**src/rtl/ebreak_halt_ctrl.sv**
```systemverilog
// Halt controller: on a committed EBREAK, freezes fetch, drains for DRAIN_CYCLES, then reports the exit code and halts.
// Trigger to halt_valid takes DRAIN_CYCLES+1 cycles; the report holds with a stable payload until halt_ack.
module ebreak_halt_ctrl #(
  parameter int          XLEN         = 64,
  parameter int          DRAIN_CYCLES = 2,
  parameter logic [31:0] EBREAK_INST  = 32'h00100073
) (
  input  logic            clk,
  input  logic            rst,
  input  logic            commit_valid,
  input  logic            commit_ebreak,
  input  logic [31:0]     commit_inst,
  input  logic [XLEN-1:0] commit_pc,
  input  logic [XLEN-1:0] a0_value,
  input  logic            halt_ack,
  output logic            stall_fetch,
  output logic            halt_valid,
  output logic [XLEN-1:0] halt_code,
  output logic [XLEN-1:0] halt_pc,
  output logic            good_trap,
  output logic            bad_encoding,
  output logic [XLEN-1:0] cycle_cnt,
  output logic [XLEN-1:0] instret_cnt
);

  typedef enum logic [1:0] {RUN, DRAIN, REPORT, HALTED} state_t;

  localparam logic [3:0]      DRAIN_LOAD = 4'((DRAIN_CYCLES > 0) ? DRAIN_CYCLES - 1 : 0);
  localparam logic [XLEN-1:0] ONE        = XLEN'(1);

  state_t     state, state_nxt;
  logic [3:0] drain_cnt, drain_cnt_nxt;
  logic       trigger;

  assign trigger     = (state == RUN) && commit_valid && commit_ebreak;
  assign stall_fetch = (state != RUN);
  assign halt_valid  = (state == REPORT);

  always_comb begin
    state_nxt     = state;
    drain_cnt_nxt = drain_cnt;
    case (state)
      RUN: begin
        if (trigger) begin
          if (DRAIN_CYCLES > 0) begin
            state_nxt     = DRAIN;
            drain_cnt_nxt = DRAIN_LOAD;
          end else begin
            state_nxt = REPORT;
          end
        end
      end
      DRAIN: begin
        // The counter reading 0 marks the last drain cycle.
        if (drain_cnt == 4'd0) state_nxt = REPORT;
        else                   drain_cnt_nxt = drain_cnt - 4'd1;
      end
      REPORT: begin
        if (halt_ack) state_nxt = HALTED;
      end
      HALTED:  state_nxt = HALTED;
      default: state_nxt = RUN;
    endcase
  end

  always_ff @(posedge clk) begin
    if (rst) begin
      state        <= RUN;
      drain_cnt    <= 4'd0;
      halt_code    <= '0;
      halt_pc      <= '0;
      good_trap    <= 1'b0;
      bad_encoding <= 1'b0;
      cycle_cnt    <= '0;
      instret_cnt  <= '0;
    end else begin
      state     <= state_nxt;
      drain_cnt <= drain_cnt_nxt;
      if (state == RUN || state == DRAIN) cycle_cnt <= cycle_cnt + ONE;
      if (state == RUN && commit_valid)   instret_cnt <= instret_cnt + ONE;
      if (trigger) begin
        halt_code    <= a0_value;
        halt_pc      <= commit_pc;
        bad_encoding <= (commit_inst != EBREAK_INST);
        good_trap    <= (a0_value == '0) && (commit_inst == EBREAK_INST);
      end
    end
  end

endmodule

```
**config.mk**
```make
export PLATFORM = sky130hd
export DESIGN_NAME = ebreak_halt_ctrl
export DESIGN_NICKNAME = d
export VERILOG_FILES = /design/src/rtl/ebreak_halt_ctrl.sv
export SDC_FILE = /design/constraint.sdc
export NUM_CORES = 1
export LEC_CHECK = 0
export ABC_AREA = 0
export CAP_MARGIN = 10
export CORE_AREA = 3 3 166 168
export DETAILED_ROUTE_END_ITERATION = 7
export DIE_AREA = 0 0 169 171
export GPL_TIMING_DRIVEN = 0
export PLACE_DENSITY = 0.88
export SYNTH_ARGS = -nofsm -noshare
export SYNTH_HDL_FRONTEND = slang
export SYNTH_SLANG_ARGS = --single-unit
```
**constraint.sdc**
```tcl
create_clock -name clk -period 3.45 [get_ports clk]
set_input_delay 0.8625 -clock clk [delete_from_list [all_inputs] [get_ports clk]]
set_output_delay 0.8625 -clock clk [all_outputs]
set_load 0.005 [all_outputs]
```
=== Yosys cells after proc, flatten, opt, wreduce, memory -nomap -nowiden ===
Index checks and enable logic that the tools add are counted.

* Logic and storage cells: 38
* Register bits: 264

* Eq/ne operators: 9
* Reduce and logical (&&, ||, !) cells: 11
* Add/sub/neg operators: 3
* Muxes and demuxes: 7

{| class="wikitable"
|+ Operator list
! cell !! count
|-
| $add A64 B1 Y64 const B || 2
|-
| $logic_not A64 Y1 || 1
|-
| $eq A32 B21 Y1 const B || 1
|-
| $ne A32 B21 Y1 const B || 1
|-
| $mux W4 || 2
|-
| $ne A2 B2 Y1 const B || 4
|-
| $pmux W2 S4 || 1
|-
| $pmux W4 S2 || 1
|-
| $mux W2 || 3
|-
| $reduce_and A3 Y1 || 2
|-
| $eq A2 B2 Y1 const B || 2
|-
| $logic_not A4 Y1 || 1
|-
| $reduce_bool A2 Y1 || 2
|-
| $sub A4 B1 Y4 const B || 1
|-
| $logic_and A1 B1 Y1 || 3
|-
| $eq A2 B1 Y1 const B || 1
|-
| $logic_not A2 Y1 || 1
|-
| $logic_or A1 B1 Y1 || 1
|}

=== Longest topological paths before layout ===
Gate-level depths: netlist (run 1).

* Depth after elaboration: 5
* Depth in mapped cells: 8
* Depth with buffers taken out: 7

=== Worst setup path before layout (run 1) ===
OpenSTA, ideal clock, no wires.

* Path kind: input to register
* From: input commit_valid
* To: register instret_cnt[51]
* Data arrival time: 2.368 ns
* Required time: 3.380 ns
* Path buffers: 2
* Cell stages on the path: 7
* Path slack: 1.012 ns
* Cell sequence: nor3b_4 > and3_1 > buf_2 > nand4_1 > clkbuf_1 > or4_1 > a21oi_1

* Word-level cells in the longest chain between the ends: 1

{| class="wikitable"
|+ Ends and longest elaborated chain
! what !! RTL line !! source
|-
| from (decl) || 10 || <nowiki>input logic commit_valid,</nowiki>
|-
| $logic_and A1 B1 Y1 || 80 || <nowiki>if (state == RUN && commit_valid) instret_cnt <= instret_cnt + ONE;</nowiki>
|-
| to (signal assigned) || 80 ||
|-
| to (decl) || 23 || <nowiki>output logic [XLEN-1:0] instret_cnt</nowiki>
|}

No other way between the ends.
A chain may end at the register's enable or synchronous reset.

=== Worst setup path in the final report (run 1) ===
* From: input commit_valid
* To: register halt_pc[42]

* Word-level cells in the longest chain between the ends: 2

{| class="wikitable"
|+ Ends and longest elaborated chain
! what !! RTL line !! source
|-
| $logic_and A1 B1 Y1 (2 in a row) || 35 || <nowiki>assign trigger = (state == RUN) && commit_valid && commit_ebreak;</nowiki>
|-
| to (signal assigned) || 83 || <nowiki>halt_pc <= commit_pc;</nowiki>
|-
| to (decl) || 19 || <nowiki>output logic [XLEN-1:0] halt_pc,</nowiki>
|}

No other way between the ends.

==> summary.txt, run 1 <==
Clocking
  • TritonCTS buffer count: 29
  • Clk Latency, worst-skew pair: between 0.5 and 0.6 ns
  • Hold bufs inserted after CTS: 0
  • Longest Clk Path Bufs: 3
  • Clock transition at the registers of the reported paths: 0.06 ns
  • Resized cells post-CTS: 0
  • Postcts setup bufs: 0
  • # clock sinks: 264
  • Root buf cell: clkbuf_16
  • CTS tree: done
  • CTS H-tree depth: 1

Die
  • Placement Rows: 59
  • Die Y: 171 um
  • I/O Pins: between 400 and 500
  • Initial Utilization: 41.9%
  • Core area: 0.0261 mm^2
  • Overall die width: about 170 um
  • Die area: 0.0289 mm^2

Global route
  • Number of global-route vias before repair: 11,416
  • Total GRT Usage: 26.5%
  • Initial antenna violation count: 1
  • Largest net degree at the start of global routing: 14
  • Global-route wire length before repair: just over 60 mm
  • GR Overflow Total: 0

Placed design
  • Placer congestion estimate: 0.976
  • IO Port Bufs: 423
  • Dpl cell area: 0.0156 mm^2
  • Detailed Place HPWL: approximately 32 mm

Logic synthesis
  • Synth async-reset ratio: 0%
  • Post-Syn Area per Cell: 8.10 um^2
  • Yosys warnings: 0
  • Unique cell type count in the Yosys netlist: 45
  • Post-synth EDFFs: 0
  • Main combinational cell family by area after synthesis: simple AND/OR/NAND/NOR gates
  • Syn nets: 1,516
  • Area share of fa/ha/maj cells after synthesis: 0.459%
  • Synth Flop Type: dfxtp_1
  • XOR/XNOR Fraction of Synth Area: 5.06%
  • Simple-gate share of the synthesized area: 29.6%
  • Cells after Synth: 1,347
  • Post-Syn Area: ~0.011 mm^2
  • Seq/Total Area, Yosys: 48.4%
  • Portion of netlist area occupied by mux cells: 0.287%
  • Synth Area in Compound Gates: between 10% and 20%
  • #FFs+latches synth: 264

Min path
  • HP Start: good_trap$_SDFFE_PP0P_
  • WHS Endpoint: good_trap$_SDFFE_PP0P_
  • Hold Crit Depth: 2
  • HP Class: reg -> reg

STA
  • Final slew viol count: 0
  • Final period util: roughly 94%
  • Max Fclk: ~0.31 GHz
  • Final worst path period need: 3.25 ns
  • RSZ-0062 raised after global routing: no
  • Skew final: 0.0168 ns
  • Rel. slew slack: 50.5%
  • Final setup fails: 0
  • Final Hold Viols: 0
  • Worst Tran Pin Value: 0.742 ns

Power
  • Total power: 7.16 mW
  • PD cells: 434 mW/mm^2
  • Leak: 5.39 nW
  • Peak supply drop: 0.344 mV

Routing
  • Via density: between 5 and 6
  • Via total after detailed routing: 12,001
  • Drt initial violations: 1,044
  • Final wirelength: 41.4 mm
  • # DRC: 0
  • 1st-pass router iterations: 6
  • WL per Instance: 19.2 um
  • Post-route ant nets: 0

Worst setup path
  • CP max stage delay: 0.53 ns
  • Worst path depth: 8
  • Crit-path slowest cell: clkdlybuf4s50_1
  • Worst EP required: 3.92 ns
  • CP Cell Sequence: clkdlybuf4s50_1 -> nor3b_4 -> and2_1 -> clkbuf_1 -> buf_2 -> buf_1 -> nand2_1 -> a21oi_1
  • CP bufs+invs: 4
  • RR Endpoint: halt_pc[42]$_SDFFE_PP0P_
  • Startpoint Class: input pin
  • Critical path peak fanout: 10
  • Reg2Reg Depth: 7
  • Crit. Startpoint: commit_valid
  • CP arrival: ~3.7 ns
  • Reg2Reg Launch Point: state[0]$_SDFFE_PP0P_
  • Worst Setup End Kind: flop
  • Reg2reg setup slack: about 0.70 ns
  • Crit Path Category: in -> reg
  • Largest delay share family, worst path: buffers and inverters

Final layout
  • Finished Cell Area: 0.0165 mm^2
  • Area grow syn2layout: 51.3%
  • Filler cell count: 2,133
  • Layout cells sized above 1: roughly 3.7%
  • Nets: ~2,000
  • Number of diodes: 0

Outcome
  • Status: finished clean

Job
  • Maxcap violations: 0
synth_stat cells (all sizes together) (2+ instances only):
cell type  number  area [um^2]
nand4b          2         17.5
buf            13         61.3
a211oi          2         15.0
or3            32          200
inv            22         82.6
nand2         310         1160
o21ai          31          155
nor4b           2         17.5
mux2i           2         20.0
o31ai          30          225
or2             2         12.5
nor3           26          130
nor2b           5         31.3
and4            9         78.8
and3            9         56.3
nand4          59          375
ha              4         50.1
nor2           83          312
dfxtp         264         5290
and2            7         43.8
nor3b           3         33.8
or4            32          244
a21oi         192          961
nand3          37          185
xnor2          28          245
clkbuf         60          225
nor4           34          249
xor2           35          307
o21ba           2         20.0
nor4bb          2         20.0
worst max-delay path by stage:
stage                                        end  slack (ns)
floorplan           instret_cnt[51]$_SDFFE_PP0N_        1.01
global placement        halt_pc[22]$_SDFFE_PP0P_       -0.26
detailed placement      halt_pc[37]$_SDFFE_PP0P_       -0.31
CTS                     halt_pc[37]$_SDFFE_PP0P_        0.25
global route            halt_pc[32]$_SDFFE_PP0P_        0.07
finish                  halt_pc[42]$_SDFFE_PP0P_        0.20
placed cells by master, fill, tap and decap left out, drive strengths merged, types with 3 or more instances in the layout:
cell,synthesis,routed
clkdlybuf4s50,0,423
nand2,310,310
dfxtp,264,264
a21oi,192,192
clkbuf,60,104
nor2,83,83
nand4,59,59
nand3,37,37
xor2,35,35
nor4,34,34
or3,32,32
or4,32,32
o21ai,31,31
o31ai,30,30
xnor2,28,28
nor3,26,26
inv,22,23
buf,13,13
and4,9,9
and3,9,9
and2,7,7
nor2b,5,5
clkinv,0,5
ha,4,4
nor3b,3,3
state kept, by name (all words and copies together) (netlist names):
register	cells
cycle_cnt	64
halt_pc	64
good_trap	1
drain_cnt	4
instret_cnt	64
halt_code	64
state	2
bad_encoding	1
routing by layer:
metal / vias up / GRT usage [%] / wire length (um) / part of all wire (%)
met4: 2 / 13.2 / 2020 / 4.9
li1: 5645 / - / - / -
met2: 606 / 45.0 / 20200 / 49
met5: - / 0 / 9 / 0.022
met1: 5626 / 32.5 / 15800 / 38
met3: 122 / 4.71 / 3330 / 8.0
per-stage QoR:
step	setup slack, ns	utilization (%)	cells	setup TNS (ns)	hold slack [ns]
finish	0.204	63.4	2158	0	0.453
CTS	0.247	63.4	2158	0	0.454
floorplan	1.01	-	1347	0	0.434
detailed placement	-0.306	59.7	2105	-10.78	0.440
global route	0.0666	63.4	2158	0	0.469
global placement	-0.258	59.7	2105	-8.98	0.439
worst reg2reg max path: stages, from the launching register on:
cell      delay [ns]
dfxtp_1         0.38
nor3b_4         0.43
and2_1          0.19
clkbuf_1        0.50
buf_2           0.41
buf_1           0.49
nand2_1         0.14
a21oi_1         0.15
cells by family after synthesis:
logic type | after synthesis
multiplexers | 3
AO/OA/AOI/OAI | 260
flip-flops | 264
adder cells (fa/ha/maj) | 4
buffers and inverters | 95
XOR/XNOR | 63
AND/OR/NAND/NOR | 658
layout make-up:
type	instances	area, um^2	share of cell area, %
plain buffers	73	287	1.74
clock buffers	44	862	5.22
clock inverters	9	81.3	0.493
inverters	22	82.6	0.500
multi-input cells	988	5260	31.9
flip-flops and latches	264	5290	32.0
well taps	335	419	2.54
repair buffers	423	4230	25.6
report_power, final:
group	internal [mW]	switching [mW]	leakage (nW)
sequential	3.16	0.0784	2.14
clock	1.79	1.27	0.463
combinational	0.454	0.409	2.79
No activity file was read; power rests on OpenSTA's default activity.
==> run 2: changes to the inputs <==
Settings changed: CORE_AREA 3 3 166 168 to not set, CORE_ASPECT_RATIO set to 1.5, CORE_MARGIN set to 3, CORE_UTILIZATION set to 35, DIE_AREA 0 0 169 171 to not set, PLACE_DENSITY 0.88 to 0.78.
==> run 2 against run 1 <==
- clock skew decreased by 0.0075 ns
- power shrank 0.68%
- critical endpoint is now halt_pc[26]$_SDFFE_PP0P_
- clock power shrank 1%
- non-clock buffer count unchanged
- via count decreased by 1.2%
- first-iteration DRC count decreased by 32%
==> summary.txt, run 2 (synthesis results as in run 1) <==
Worst setup path
  • Worst EP required: 3.91 ns (was 3.92 ns)
  • CP max stage delay: 0.53 ns (about the same)
  • Largest delay share family, worst path: buffers and inverters (unchanged)
  • RR Endpoint: halt_pc[26]$_SDFFE_PP0P_ (was halt_pc[42]$_SDFFE_PP0P_)
  • Crit-path slowest cell: clkdlybuf4s50_1 (unchanged)
  • Reg2Reg Depth: 7 (unchanged)
  • Worst Setup End Kind: flop (unchanged)
  • Startpoint Class: input pin (unchanged)
  • Worst path depth: 8 (unchanged)
  • CP arrival: 3.76 ns (was 3.71 ns)
  • CP bufs+invs: 4 (unchanged)
  • Reg2Reg Launch Point: state[1]$_SDFFE_PP0P_ (was state[0]$_SDFFE_PP0P_)
  • Crit Path Category: in -> reg (unchanged)
  • Critical path peak fanout: 10 (unchanged)
  • CP Cell Sequence: clkdlybuf4s50_1 -> nor3b_4 -> and2_1 -> clkbuf_1 -> buf_2 -> buf_1 -> nand2_1 -> a21oi_1 (unchanged)
  • Reg2reg setup slack: 0.62 ns (was 0.70 ns)

STA
  • Max Fclk: 0.303 GHz (was 0.308 GHz)
  • Final period util: 95.5% (was 94.1%)
  • Skew final: 0.00934 ns (was 0.0168 ns)
  • Final hold slack: 0.440 ns (was 0.453 ns)
  • Worst Tran Pin Value: 0.879 ns (was 0.742 ns)
  • Final worst path period need: 3.30 ns (was 3.25 ns)
  • Final setup fails: 0 (unchanged)
  • Rel. slew slack: 40.6% (was 50.5%)
  • Final Hold Viols: 0 (unchanged)
  • RSZ-0062 raised after global routing: no (unchanged)
  • Final slew viol count: 0 (unchanged)

Final layout
  • Layout cells sized above 1: 3.74% (was 3.68%)
  • Area of the multi-input gates: 0.00526 mm^2 (unchanged)
  • Area grow syn2layout: 51.8% (was 51.3%)
  • Reg area: 0.00529 mm^2 (unchanged)
  • Most frequent cells in the layout: 423 x clkdlybuf4s50_1, 310 x nand2_1, 264 x dfxtp_1, 192 x a21oi_1, 83 x nor2_1 (unchanged)
  • Commonest non-fill, non-tap cell in the layout: clkdlybuf4s50_1 (unchanged)
  • Nets: 1,968 (was 1,970)
  • Filler cell count: 2,799 (was 2,133)
  • Layout Cells excl Fill: 2,221 (was 2,158)

Clocking
  • # clock sinks: 264 (unchanged)
  • Longest Clk Path Bufs: 3 (unchanged)
  • TritonCTS buffer count: 27 (was 29)
  • Resized cells post-CTS: 0 (unchanged)
  • CTS tree: done (unchanged)
  • Clk Latency, worst-skew pair: 0.54 ns (about the same)
  • CTS H-tree depth: 1 (unchanged)
  • Hold bufs inserted after CTS: 0 (unchanged)
  • Postcts setup bufs: 0 (unchanged)
  • Root buf cell: clkbuf_16 (unchanged)
  • Clock transition at the registers of the reported paths: 0.06 ns (about the same)

Routing
  • Drt initial violations: 713 (was 1,044)
  • Via total after detailed routing: 11,861 (was 12,001)
  • Final wirelength: 41.2 mm (was 41.4 mm)
  • Via density: 5.34 (was 5.56)
  • WL per Instance: 18.5 um (was 19.2 um)
  • # DRC: 0 (unchanged)
  • Post-route ant nets: 0 (unchanged)
  • 1st-pass router iterations: 6 (unchanged)

Min path
  • HP Start: good_trap$_SDFFE_PP0P_ (unchanged)
  • WHS Endpoint: good_trap$_SDFFE_PP0P_ (unchanged)
  • Hold Crit Depth: 2 (unchanged)
  • HP Class: reg -> reg (unchanged)

Placed design
  • IO Port Bufs: 423 (unchanged)
  • Placer congestion estimate: 1.01 (was 0.976)
  • Detailed Place HPWL: 32.0 mm (was 31.9 mm)
  • Placed Cells: 2,170 (was 2,105)

Global route
  • Initial antenna violation count: 2 (was 1)
  • Global-route wire length before repair: 62.8 mm (was 61.7 mm)
  • Number of global-route vias before repair: 11,648 (was 11,416)
  • Total GRT Usage: 23.5% (was 26.5%)
  • GR Overflow Total: 0 (unchanged)
  • Largest net degree at the start of global routing: 15 (was 14)

Power
  • Total power: 7.11 mW (was 7.16 mW)
  • Leak: 5.39 nW (about the same)
  • Comb pwr share: 12.1% (was 12.0%)
  • Peak supply drop: 0.361 mV (was 0.344 mV)
  • Switching share of total power: 24.3% (was 24.5%)
  • PD cells: 429 mW/mm^2 (was 434 mW/mm^2)
  • Net switching power: 1.73 mW (was 1.75 mW)
  • Share of power burned in registers: 45.4% (was 45.2%)
  • Internal power: 5.39 mW (was 5.41 mW)
  • Clock network power share: 42.5% (was 42.7%)

Die
  • Initial Utilization: 35.8% (was 41.9%)
  • Overall die width: 150 um (was 169 um)
  • I/O Pins: 425 (unchanged)
  • Core area: 0.0304 mm^2 (was 0.0261 mm^2)
  • Placement Rows: 78 (was 59)
  • Die area: 0.0334 mm^2 (was 0.0289 mm^2)
  • Die Y: 222 um (was 171 um)

Outcome
  • Status: finished clean (unchanged)

Job
  • Maxcap violations: 0 (unchanged)
run 2: cell types whose count changed in the layout (fill, tap and decap cells not counted), moves of 2 or more:
cell,before,now
clkbuf_16,29,27
clkinv_2,5,7
diode_2,0,2
clkbuf_1,67,62
run 2: worst register-to-register path: cells and delay by family (launching register included):
| kind | cells | cell delay, ns |
|---|---|---|
| AND/OR/NAND/NOR | 3 | 0.82 |
| flip-flops | 1 | 0.38 |
| AO/OA/AOI/OAI | 1 | 0.17 |
| buffers and inverters | 3 | 1.39 |
run 2: stage by stage:
stage | TNS [ns] | cell area (um^2) | util (%) | worst slack, ns
6_report | 0 | 16600 | 54.4 | 0.155
5_1_grt | 0 | 16600 | 54.4 | 0.0335
4_1_cts | 0 | 16600 | 54.4 | 0.146
3_5_place_dp | -11.34 | 15600 | 51.4 | -0.408
3_3_place_gp | -7.51 | 15600 | 51.4 | -0.319
2_1_floorplan | 0 | 10900 | - | 1.01
run 2: worst max-delay path by stage:
stage / startpoint / to / slack [ns]
6_report: commit_valid / halt_pc[26]$_SDFFE_PP0P_ / 0.15
3_5_place_dp: commit_valid / halt_pc[26]$_SDFFE_PP0P_ / -0.41
3_3_place_gp: commit_valid / halt_pc[26]$_SDFFE_PP0P_ / -0.32
5_1_grt: commit_valid / halt_pc[26]$_SDFFE_PP0P_ / 0.03
4_1_cts: commit_valid / halt_pc[26]$_SDFFE_PP0P_ / 0.15
2_1_floorplan: commit_valid / instret_cnt[51]$_SDFFE_PP0N_ / 1.01
run 2: cell type report:
| class | count | share of cell area (%) |
|---|---|---|
| flip-flops and latches | 264 | 31.9 |
| multi-input cells | 988 | 31.7 |
| repair buffers | 423 | 25.5 |
| clock buffers | 38 | 4.87 |
| well taps | 400 | 3.02 |
| plain buffers | 73 | 1.73 |
| clock inverters | 11 | 0.672 |
| inverters | 22 | 0.498 |
| diodes | 2 | 0.0302 |
run 2: power by group through the flow:
stage / clock network (mW) / registers [mW] / logic, mW
6_report: 3.02 / 3.23 / 0.858
3_5_place_dp: 0 / 3.30 / 0.857
5_1_grt: 3.19 / 3.24 / 0.925
3_3_place_gp: 0 / 3.29 / 0.848
2_1_floorplan: 0 / 3.30 / 0.287
4_1_cts: 3.08 / 3.23 / 0.864
run 2: metal layers:
metal | wire (um) | vias up | share of wire, % | track usage (%)
met1 | 14800 | 5580 | 36 | 25.1
met5 | 0 | - | 0 | 0
li1 | - | 5628 | - | -
met2 | 21100 | 523 | 51 | 42.6
met3 | 2930 | 130 | 7.1 | 5.00
met4 | 2360 | 0 | 5.7 | 12.4
==> run 3: changes to the inputs <==
Settings changed: CTS_CLUSTER_DIAMETER set to 150, GPL_TIMING_DRIVEN 0 to not set.
==> run 3 against run 2 <==
- sequential share of layout area rose by 0.094 points
- clock power barely moved
- global-route usage fell by 1.6 points
- register-to-register slack improved by 0.27 ns
- flip-flop and latch count did not move
- clock skew rose by 0.0069 ns
- count of clock-buffer cells in the layout rose by 1
- setup slack improved by 0.32 ns
- sequential power barely moved
- cell count fell by 2.4%
- largest cell class unchanged
==> summary.txt, run 3 (synthesis results as in run 1) <==
Worst setup path
  • Crit Path Category: reg -> out (was in -> reg)
  • RR Endpoint: cycle_cnt[54]$_SDFFE_PP0P_ (was halt_pc[26]$_SDFFE_PP0P_)
  • Worst Setup End Kind: primary output (was flop)
  • CP arrival: 2.11 ns (was 3.76 ns)
  • Startpoint Class: flop (was input pin)
  • Worst EP required: 2.59 ns (was 3.91 ns)
  • CP max stage delay: 0.69 ns (was 0.53 ns)
  • Critical path peak fanout: 13 (was 10)
  • Reg2Reg Launch Point: cycle_cnt[31]$_SDFFE_PP0P_ (was state[1]$_SDFFE_PP0P_)
  • Reg2Reg Depth: 5 (was 7)
  • Reg2reg setup slack: 0.89 ns (was 0.62 ns)
  • CP Cell Sequence: nor2b_1 -> clkdlybuf4s50_1 (was clkdlybuf4s50_1 -> nor3b_4 -> and2_1 -> clkbuf_1 -> buf_2 -> buf_1 -> nand2_1 -> a21oi_1)
  • Crit-path slowest cell: dfxtp_1 (was clkdlybuf4s50_1)

Final layout
  • Commonest non-fill, non-tap cell in the layout: clkdlybuf4s50_1 (unchanged)
  • Area grow syn2layout: 51.4% (was 51.8%)
  • Layout Cells excl Fill: 2,167 (was 2,221)
  • Most frequent cells in the layout: 423 x clkdlybuf4s50_1, 309 x nand2_1, 264 x dfxtp_1, 192 x a21oi_1, 83 x nor2_1 (was 423 x clkdlybuf4s50_1, 310 x nand2_1, 264 x dfxtp_1, 192 x a21oi_1, 83 x nor2_1)
  • Number of diodes: 0 (was 2)
  • Nets: 1,918 (was 1,968)
  • Filler cell count: 2,790 (was 2,799)
  • Layout cells sized above 1: 4.58% (was 3.74%)
  • Post-layout util: 54.3% (was 54.4%)
  • Finished Cell Area: 0.0165 mm^2 (was 0.0166 mm^2)

Die
  • Overall die width: 150 um (unchanged)
  • Placement Rows: 78 (unchanged)
  • Initial Utilization: 35.8% (unchanged)
  • Core area: 0.0304 mm^2 (unchanged)
  • I/O Pins: 425 (unchanged)
  • Die Y: 222 um (unchanged)
  • Die area: 0.0334 mm^2 (unchanged)

Clocking
  • TritonCTS buffer count: 27 (unchanged)
  • CTS tree: done (unchanged)
  • # clock sinks: 264 (unchanged)
  • Clk Latency, worst-skew pair: 0.55 ns (was 0.54 ns)
  • Clock transition at the registers of the reported paths: 0.06 ns (about the same)
  • Root buf cell: clkbuf_16 (unchanged)
  • Hold bufs inserted after CTS: 0 (unchanged)
  • Postcts setup bufs: 0 (unchanged)
  • Longest Clk Path Bufs: 3 (unchanged)
  • CTS H-tree depth: 1 (unchanged)
  • Resized cells post-CTS: 0 (unchanged)

Power
  • Internal power: 5.43 mW (was 5.39 mW)
  • Switching share of total power: 23.7% (was 24.3%)
  • PD cells: 430 mW/mm^2 (was 429 mW/mm^2)
  • Clock network power share: 42.9% (was 42.5%)
  • Net switching power: 1.69 mW (was 1.73 mW)
  • Share of power burned in registers: 45.5% (was 45.4%)
  • Leak: 5.41 nW (was 5.39 nW)
  • Peak supply drop: 0.531 mV (was 0.361 mV)
  • Comb pwr share: 11.6% (was 12.1%)

Routing
  • 1st-pass router iterations: 5 (was 6)
  • Final wirelength: 38.2 mm (was 41.2 mm)
  • Top Metal Used: met4 (unchanged)
  • # DRC: 0 (unchanged)
  • Post-route ant nets: 0 (unchanged)
  • WL per Instance: 17.6 um (was 18.5 um)
  • DR WL met3: 2.70 mm (was 2.93 mm)
  • Met2 WL: 19.8 mm (was 21.1 mm)
  • Metal-1 WL: 13.8 mm (was 14.8 mm)
  • Via density: 5.27 (was 5.34)
  • Drt initial violations: 495 (was 713)
  • Via total after detailed routing: 11,419 (was 11,861)

STA
  • RSZ-0062 raised after global routing: no (unchanged)
  • Max Fclk: 0.336 GHz (was 0.303 GHz)
  • Final period util: 86.2% (was 95.5%)
  • Post-Route Setup TNS: 0 ns (unchanged)
  • Final Hold Viols: 0 (unchanged)
  • Skew final: 0.0163 ns (was 0.00934 ns)
  • Final worst path period need: 2.97 ns (was 3.30 ns)
  • Rel. slew slack: 39.3% (was 40.6%)
  • Worst Tran Pin Value: 0.910 ns (was 0.879 ns)
  • Setup ws final: 0.476 ns (was 0.155 ns)
  • Final setup fails: 0 (unchanged)
  • Final slew viol count: 0 (unchanged)

Min path
  • HP Class: reg -> reg (unchanged)
  • Hold Crit Depth: 2 (unchanged)
  • WHS Endpoint: good_trap$_SDFFE_PP0P_ (unchanged)
  • HP Start: good_trap$_SDFFE_PP0P_ (unchanged)

Placed design
  • Detailed Place HPWL: 28.3 mm (was 32.0 mm)
  • IO Port Bufs: 424 (was 423)
  • Placer congestion estimate: 0.939 (was 1.01)
  • Placed Cells: 2,120 (was 2,170)
  • Dpl cell area: 0.0156 mm^2 (about the same)
  • Worst slack at placement: 0.403 ns (was -0.408 ns)

Global route
  • Initial antenna violation count: 1 (was 2)
  • Total GRT Usage: 21.9% (was 23.5%)
  • Largest net degree at the start of global routing: 135 (was 15)
  • Global-route wire length before repair: 59.3 mm (was 62.8 mm)
  • Number of global-route vias before repair: 11,174 (was 11,648)
  • GR Overflow Total: 0 (unchanged)

Job
  • Maxcap violations: 0 (unchanged)

Outcome
  • Status: finished clean (unchanged)
==> run 3: cell count changes in the layout (fill, tap and decap cells not counted), moves of 4 or more <==
| cell | previous run | this run |
|---|---|---|
| buf_1 | 5 | 0 |
| buf_12 | 0 | 4 |
| buf_2 | 7 | 0 |
| buf_4 | 1 | 18 |
| clkbuf_1 | 62 | 5 |
| clkinv_2 | 7 | 2 |
==> run 3: metal layers <==
metal	GRT usage, %	vias to the layer above
li1	-	5504
met1	23.2	5363
met2	40.3	461
met3	4.71	91
met4	10.6	0
met5	0	-
==> run 3: cell type report <==
| class | count | area (um^2) | share of cell area, % |
|---|---|---|---|
| flip-flops and latches | 264 | 5290 | 32.0 |
| multi-input cells | 988 | 5280 | 31.9 |
| repair buffers | 446 | 4460 | 27.0 |
| clock buffers | 39 | 791 | 4.79 |
| well taps | 400 | 500 | 3.03 |
| clock inverters | 8 | 125 | 0.757 |
| inverters | 22 | 82.6 | 0.500 |
==> run 3: critical path: cells and delay by family (launching register included) <==
kind	cells	cell delay (ns)
buffers and inverters	1	0.61
flip-flops	1	0.69
AND/OR/NAND/NOR	1	0.26
==> run 3: per-stage QoR <==
stage / hold slack [ns] / power, mW
global route: 0.472 / 7.39
floorplan: 0.434 / 3.58
detailed placement: 0.440 / 4.13
finish: 0.447 / 7.11
global placement: 0.427 / 4.11
CTS: 0.447 / 7.19
==> run 3: worst max-delay path by stage <==
stage | from | endpoint | slack (ns)
floorplan | commit_valid | instret_cnt[51]$_SDFFE_PP0N_ | 1.01
global placement | commit_valid | instret_cnt[54]$_SDFFE_PP0N_ | 0.45
detailed placement | commit_valid | instret_cnt[58]$_SDFFE_PP0N_ | 0.40
CTS | state[1]$_SDFFE_PP0P_ | halt_valid | 0.39
global route | state[1]$_SDFFE_PP0P_ | halt_valid | 0.33
finish | state[1]$_SDFFE_PP0P_ | halt_valid | 0.48
==> run 3: power by group through the flow <==
stage / Combinational (mW) / Sequential (mW) / Clock [mW]
floorplan: 0.287 / 3.30 / 0
global placement: 0.817 / 3.30 / 0
detailed placement: 0.825 / 3.30 / 0
CTS: 0.831 / 3.23 / 3.13
global route: 0.895 / 3.25 / 3.25
finish: 0.826 / 3.23 / 3.05
